File: src/rtl/viterbi_pkg.sv
// Shared trellis definitions for the rate-1/2, K=3 convolutional code (generators 7/5 octal).
// Both the transmit encoder and the decoder's branch-metric unit build on these constants.
package viterbi_pkg;

   localparam int K       = 3;
   localparam int NSTATES = 1 << (K - 1);
   localparam int SYM_W   = 2;
   localparam int STATE_W = K - 1;

   // Bit K-1 of each generator taps the current input bit.
   localparam logic [K-1:0] G0 = 3'b111;
   localparam logic [K-1:0] G1 = 3'b101;

   typedef enum logic [1:0] {
      ENC_IDLE = 2'd0,
      ENC_DATA = 2'd1,
      ENC_TAIL = 2'd2
   } enc_fsm_e;

endpackage

File: src/rtl/conv_sym_gen.sv
// One trellis branch: maps {input bit, state} to the coded symbol and the successor state.
// Purely combinational; no handshake of its own.
module conv_sym_gen #(
   parameter int           K  = viterbi_pkg::K,
   parameter logic [K-1:0] G0 = viterbi_pkg::G0,
   parameter logic [K-1:0] G1 = viterbi_pkg::G1
) (
   input  logic                            u_i,
   input  logic [K-2:0]                    state_i,
   output logic [viterbi_pkg::SYM_W-1:0]   sym_o,
   output logic [K-2:0]                    next_state_o
);
   import viterbi_pkg::*;

   logic [K-1:0] win;

   assign win          = {u_i, state_i};
   assign sym_o        = {^(win & G0), ^(win & G1)};
   assign next_state_o = win[K-1:1];

endmodule

File: src/rtl/conv_encoder.sv
// Rate-1/2 convolutional encoder with zero-tail termination; 1-cycle latency, one registered output slot.
// Backpressure: the slot holds while out_valid && !out_ready, stalling input and tail generation.
module conv_encoder #(
   parameter int           K       = viterbi_pkg::K,
   parameter logic [K-1:0] G0      = viterbi_pkg::G0,
   parameter logic [K-1:0] G1      = viterbi_pkg::G1,
   parameter bit           TAIL_EN = 1'b1
) (
   input  logic         clk,
   input  logic         rst_n,
   input  logic         in_valid,
   output logic         in_ready,
   input  logic         in_bit,
   input  logic         in_last,
   output logic         out_valid,
   input  logic         out_ready,
   output logic [1:0]   out_sym,
   output logic         out_last,
   output logic [K-2:0] enc_state
);
   import viterbi_pkg::*;

   localparam logic [1:0] TAIL_LAST = 2'(K - 2);

   enc_fsm_e     fsm_q, fsm_d;
   logic [K-2:0] state_q, state_d;
   logic [1:0]   tail_cnt_q, tail_cnt_d;
   logic         out_valid_q, out_valid_d;
   logic [1:0]   out_sym_q, out_sym_d;
   logic         out_last_q, out_last_d;

   logic         slot_free;
   logic         accept;
   logic         tail_load;
   logic         gen_u;
   logic [1:0]   gen_sym;
   logic [K-2:0] gen_next;

   assign slot_free = !out_valid_q || out_ready;
   // Gated by rst_n so the upstream never sees a ready while reset is held.
   assign in_ready  = rst_n && (fsm_q != ENC_TAIL) && slot_free;
   assign accept    = in_valid && in_ready;
   assign tail_load = (fsm_q == ENC_TAIL) && slot_free;
   assign gen_u     = (fsm_q == ENC_TAIL) ? 1'b0 : in_bit;

   conv_sym_gen #(
      .K  (K),
      .G0 (G0),
      .G1 (G1)
   ) u_sym_gen (
      .u_i          (gen_u),
      .state_i      (state_q),
      .sym_o        (gen_sym),
      .next_state_o (gen_next)
   );

   always_comb begin
      fsm_d       = fsm_q;
      state_d     = state_q;
      tail_cnt_d  = tail_cnt_q;
      out_valid_d = out_valid_q && !out_ready;
      out_sym_d   = out_sym_q;
      out_last_d  = out_last_q;

      if (accept || tail_load) begin
         out_valid_d = 1'b1;
         out_sym_d   = gen_sym;
         out_last_d  = 1'b0;
         state_d     = gen_next;
      end

      case (fsm_q)
         ENC_IDLE, ENC_DATA: begin
            if (accept) begin
               if (!in_last) begin
                  fsm_d = ENC_DATA;
               end else if (TAIL_EN) begin
                  fsm_d      = ENC_TAIL;
                  tail_cnt_d = '0;
               end else begin
                  // Truncated frame: forget history so the next frame starts in state 0.
                  fsm_d      = ENC_IDLE;
                  out_last_d = 1'b1;
                  state_d    = '0;
               end
            end
         end
         ENC_TAIL: begin
            if (tail_load) begin
               if (tail_cnt_q == TAIL_LAST) begin
                  fsm_d      = ENC_IDLE;
                  tail_cnt_d = '0;
                  out_last_d = 1'b1;
               end else begin
                  tail_cnt_d = tail_cnt_q + 2'd1;
               end
            end
         end
         default: begin
            fsm_d = ENC_IDLE;
         end
      endcase
   end

   always_ff @(posedge clk or negedge rst_n) begin
      if (!rst_n) begin
         fsm_q       <= ENC_IDLE;
         state_q     <= '0;
         tail_cnt_q  <= '0;
         out_valid_q <= 1'b0;
         out_sym_q   <= '0;
         out_last_q  <= 1'b0;
      end else begin
         fsm_q       <= fsm_d;
         state_q     <= state_d;
         tail_cnt_q  <= tail_cnt_d;
         out_valid_q <= out_valid_d;
         out_sym_q   <= out_sym_d;
         out_last_q  <= out_last_d;
      end
   end

   assign out_valid = out_valid_q;
   assign out_sym   = out_sym_q;
   assign out_last  = out_last_q;
   assign enc_state = state_q;

endmodule
File: config.mk
export PLATFORM = sky130hd
export DESIGN_NAME = conv_encoder
export DESIGN_NICKNAME = d
export VERILOG_FILES = /design/src/rtl/viterbi_pkg.sv /design/src/rtl/conv_sym_gen.sv /design/src/rtl/conv_encoder.sv
export SDC_FILE = /design/constraint.sdc
export NUM_CORES = 1
export LEC_CHECK = 0
export CAP_MARGIN = 20
export CORE_ASPECT_RATIO = 1.25
export CORE_MARGIN = 2
export CORE_UTILIZATION = 30
export DETAILED_ROUTE_END_ITERATION = 8
export GPL_ROUTABILITY_DRIVEN = 1
export HOLD_SLACK_MARGIN = 0.03
export PLACE_DENSITY = 0.6
export SYNTH_ARGS = -nofsm -noshare
export SYNTH_HDL_FRONTEND = slang
export SYNTH_SLANG_ARGS = --single-unit
File: constraint.sdc
create_clock -name clk -period 2 [get_ports clk]
set_input_delay 0.3 -clock clk [delete_from_list [all_inputs] [get_ports clk]]
set_output_delay 0.3 -clock clk [all_outputs]
set_load 0.01 [all_outputs]
**Yosys cells after proc, flatten, opt, wreduce, memory -nomap -nowiden**

Index checks and enable logic that the tools add are counted.

- Add/subtract/negate cells: 1
- Reduce and logical (&&, ||, !) cells: 16
- Multiplexer cells: 16
- Equal/unequal tests: 8

Operator list:

| cell | number |
|---|---|
| 2-to-1 mux 2 bit | 8 |
| != test 2 bit, second input constant | 4 |
| one-hot mux 2 bit (2 select lines) | 2 |
| 2-to-1 mux 1 bit | 6 |
| parity 3 bit | 2 |
| logical AND 1 bit | 5 |
| == test 2 x 1 -> 1 bit, second input constant | 2 |
| AND reduction 4 bit | 1 |
| AND reduction 3 bit | 1 |
| adder 2 x 1 -> 2 bit, second input constant | 1 |
| == test 2 bit, second input constant | 1 |
| logical NOT 1 bit | 2 |
| logical NOT 2 bit | 1 |
| logical OR 1 bit | 2 |
| != test 2 x 1 -> 1 bit, second input constant | 1 |
| nonzero test 2 bit | 1 |
| OR reduction 2 bit | 1 |

- Bits in registers: 10

**Logic depth before layout (Yosys ltp)**

- Depth after elaboration: 9
- Gate-level depth with buffers: 4
- Gate-level depth less buffers: 4

**Modules after synthesis**

From an unflattened synthesis, not the netlist that was laid out.

- Cells, all modules: 42
- Area total of the unflattened synthesis: 508.0 um^2

By module, submodules not included:

| module | cells each | sequential area each (um^2) | area an instance (um^2) | instances |
|---|---|---|---|---|
| conv_encoder | 38 | 250.2 | 460.4 | 1 |
| conv_sym_gen | 4 | 0.0 | 47.5 | 1 |

**Worst setup path before layout**

Ideal clock, no wire load.

- Path kind: register -> register
- Start point: register out_valid_q, in the netlist out_valid
- End point: register state_q[0], in the netlist enc_state[0]
- Slack: 0.785 ns
- Stages on the path, launching flop included: 4
- Library setup time: 0.125 ns
- Period minus slack after synthesis: 1.215 ns
- Required time: 1.875 ns
- Arrival time: 1.090 ns
- Cells stage by stage: dfrtp_1 -> or2b_4 -> o21ai_4 -> mux2_4

- Longest elaborated chain between the ends: 5
- Elaborated cells on any way between the ends: 6
- Classes of those cells: reduce/logical: 6

Ends and longest elaborated chain:

| what | RTL line | RTL |
|---|---|---|
| from (decl) | conv_encoder.sv:28 | `logic out_valid_q, out_valid_d;` |
| from (signal assigned) | conv_encoder.sv:117 | `out_valid_q <= out_valid_d;` |
| logical NOT 1 bit (*) | conv_encoder.sv:39 | `assign slot_free = !out_valid_q \|\| out_ready;` |
| logical OR 1 bit (*) | conv_encoder.sv:39 |  |
| logical AND 1 bit | conv_encoder.sv:41 | `assign in_ready = rst_n && (fsm_q != ENC_TAIL) && slot_free;` |
| logical AND 1 bit | conv_encoder.sv:42 | `assign accept = in_valid && in_ready;` |
| logical OR 1 bit (*) | conv_encoder.sv:65 | `if (accept \|\| tail_load) begin` |
| to (signal assigned) | conv_encoder.sv:115 | `state_q <= state_d;` |
| to (decl) | conv_encoder.sv:26 | `logic [K-2:0] state_q, state_d;` |

Mark *: on every way between the ends. The rest lies on a longest branch, timed or not.
A chain may end at the register's enable or synchronous reset.

**Worst setup path after layout**

- Start point: register fsm_q[0]
- End point: output in_ready

- Longest elaborated chain between the ends: 3

Ends and longest elaborated chain:

| what | RTL line | RTL |
|---|---|---|
| from (decl) | conv_encoder.sv:25 | `enc_fsm_e fsm_q, fsm_d;` |
| from (signal assigned) | conv_encoder.sv:114 | `fsm_q <= fsm_d;` |
| != test 2 bit | conv_encoder.sv:41 |  |
| logical AND 1 bit (2 in a row) | conv_encoder.sv:41 |  |
| to (decl) | conv_encoder.sv:12 | `output logic in_ready,` |

No other way between the ends.

==> results.toml <==
[yosys]
synth_cells = 46
yosys_warnings = 0
synth_ff_type = "dfrtp_1"
synth-seq-cells = 10
ys_types = 24
synth.area.top_cells = "dfrtp_1, nand2_1, o21ai_0"
synth_edf_count = 0
synth.avg_cell_area_um2 = 10.7
mappedNetlistArea_um2 = 490
ys_async_sr_fraction = 1.00
yosysSeqAreaShare = 0.510
yosys.area.top_type = "dfrtp_1"
syn-num-nets = 52
yosys.area.top_type_share = 0.510

[grt]
grt_max_degree = 12
use_met3 = 0.0137
grtUsageTotal = 0.119
antenna_found_initial = 0
top_usage_layer = "met2"
grtUsageMet1 = 0.140
met2_usage = 0.169
grt_pass1_wl_mm = 1.57
gr-total-overflow = 0
grt_pass1_vias = 390

[place]
preCtsSetupSlack_ns = 0.0885
routabilityCongestion = 0.714
portBuffers = 12
dp_hpwl_um = 718
dp_cells = 79

[timing]
layout_min_cycle_time_ns = 1.92
fin_ws_ns = 0.0831
slew_violations = 0
rsz0062_at_grt = "false"
worstMarginPinSlew_ns = 0.272
setup_tns_ns = 0
min_period_over_period = 0.958
hold_viol_final = 0
setup_viol = 0
max_slew_margin = 0.818
skew_ns = 0.000385
clock.fmax_ghz = 0.522

[worst_setup_path]
rr_worst_depth = 4
reg2reg_slack_ns = 0.74
r2r-end = "enc_state[0]"
critPathKind = "reg -> out"
r2r_start = "out_valid"
crit_fanout = 5
end_kind = "output port"
worst_path_max_delay_cell = "clkdlybuf4s50_1"
arrival_ns = 1.62
crit_chain = "nand2b_1 > and3_1 > clkdlybuf4s50_1"
cp-start-kind = "register"
cpPeakStageDelay_ns = 0.53
required_ns = 1.70

[layout]
diodes = 0
layout-drive-gt1-share = 0.188
final_core_util = 0.440
fin_nets = 72
area_delta_synth_final_pct = 38.3
final_cells = 82

[die]
die_y_um = 49.2
die-area_um2 = 1980
row_count = 16
die_w_um = 40.2
design.core.area_um2 = 1540
io_pins = 13
initial_core_util = 0.318

[clock_network]
cts_made_buffers = 3
cts_tree = "yes"
worstSkewPairLatency_ns = 0.26
hold_buffers = 0
clockRootBuffer = "clkbuf_4"
clk_pin_slew_ns = 0.06
cts_sinks = 10
htreeDepth = 1
post_cts_buffers = 0
post_cts_resized = 0
clockBufferDepth = 2

[drt]
vias_per_cell = 4.87
drtIter0Drc = 1
ant_nets = 0
wl_per_cell_um = 11.3
wirelength_um = 925
vias = 399
drc_errors = 0
first_pass_iters = 3

[flow_run]
max_cap_viol_count = 0

[pwr]
vdd_drop_max_mv = 0.509
leakagePower_nw = 0.292
p_per_area_nw_per_um2 = 1360

[status]
status = "completed"

[min_path]
min-delay-path-class = "in -> async"
cells by family (layout without fill, tap and decap cells):
family,Yosys count,after routing,synth area share
buf+inv,1,19,0.00765
mux,1,1,0.0306
compound gates,13,13,0.179
xor+xnor,3,3,0.0536
simple gates,18,18,0.219
flops,10,10,0.510
worst max path at each step:
stage,start,to,slack (ns),depth (start not counted)
finish,fsm_q[0],in_ready,0.08,3
floorplan,out_valid,enc_state[0],0.78,3
detailed placement,out_ready,in_ready,0.09,4
global route,fsm_q[0],in_ready,0.03,3
global placement,out_ready,in_ready,0.10,4
CTS,fsm_q[0],in_ready,0.07,3
stage by stage:
| stage | power, mW | area (µm²) | hold slack [ns] |
|---|---|---|---|
| floorplan | 0.601 | 490 | 0.00441 |
| global placement | 0.792 | 656 | 0.462 |
| detailed placement | 0.800 | 656 | 0.475 |
| CTS | 0.936 | 678 | 0.361 |
| global route | 1.00 | 678 | 0.363 |
| finish | 0.923 | 678 | 0.354 |
layout by cell type (no fill, tap or decap):
master           netlist  layout
nand2_1                7       7
clkbuf_4               0       3
a32o_1                 1       1
inv_1                  1       1
nor2_1                 1       1
o21ai_4                1       1
o21ai_1                1       1
nor3b_1                1       1
mux2_4                 1       1
dfrtp_1               10      10
nor3_1                 1       1
xnor2_1                2       2
a21boi_0               1       1
nand2b_1               1       1
o21ai_0                5       5
a21oi_1                3       3
nand2_2                1       1
or2b_4                 1       1
xor2_1                 1       1
and3_1                 1       1
nor2b_4                1       1
clkdlybuf4s50_1        0      12
nor2b_1                1       1
nand3b_1               1       1
o2bb2ai_1              1       1
and2_2                 1       1
buf_4                  0       3
routing by layer:
layer  routed length (µm)  vias up
met4                   52        0
met5                    0        -
met1                  418      184
met2                  406       13
li1                     -      197
met3                   47        5
Yosys cell counts, types with 2 or more instances:
master / number
xnor2_1: 2
o21ai_0: 5
nand2_1: 7
dfrtp_1: 10
a21oi_1: 3
flip-flops by register name, indices dropped and copies added (netlist names):
name / flops
tail_cnt_q: 2
enc_state: 2
out_valid: 1
fsm_q: 2
out_sym: 2
out_last: 1
critical path: cells and delay by family (launching register included):
kind / cells / cell delay [ns]
buffers and inverters: 1 / 0.53
DFF: 1 / 0.45
and+or+nand+nor: 2 / 0.38
power breakdown:
part	switching [mW]	internal, mW	leakage (nW)	total, mW
logic	0.177	0.255	0.149	0.432
registers	0.0742	0.282	0.129	0.356
clock network	0.0652	0.0694	0.0138	0.135
area by class of cell:
class                      instances  area, µm²
fill                             146        863
sequential                        10        250
multi-input combinational         35        236
timing repair buffer              15        143
clock buffer                       3       22.5
tap                               18       22.5
inverter                           1       3.75
(Power assumes the default switching activity.)
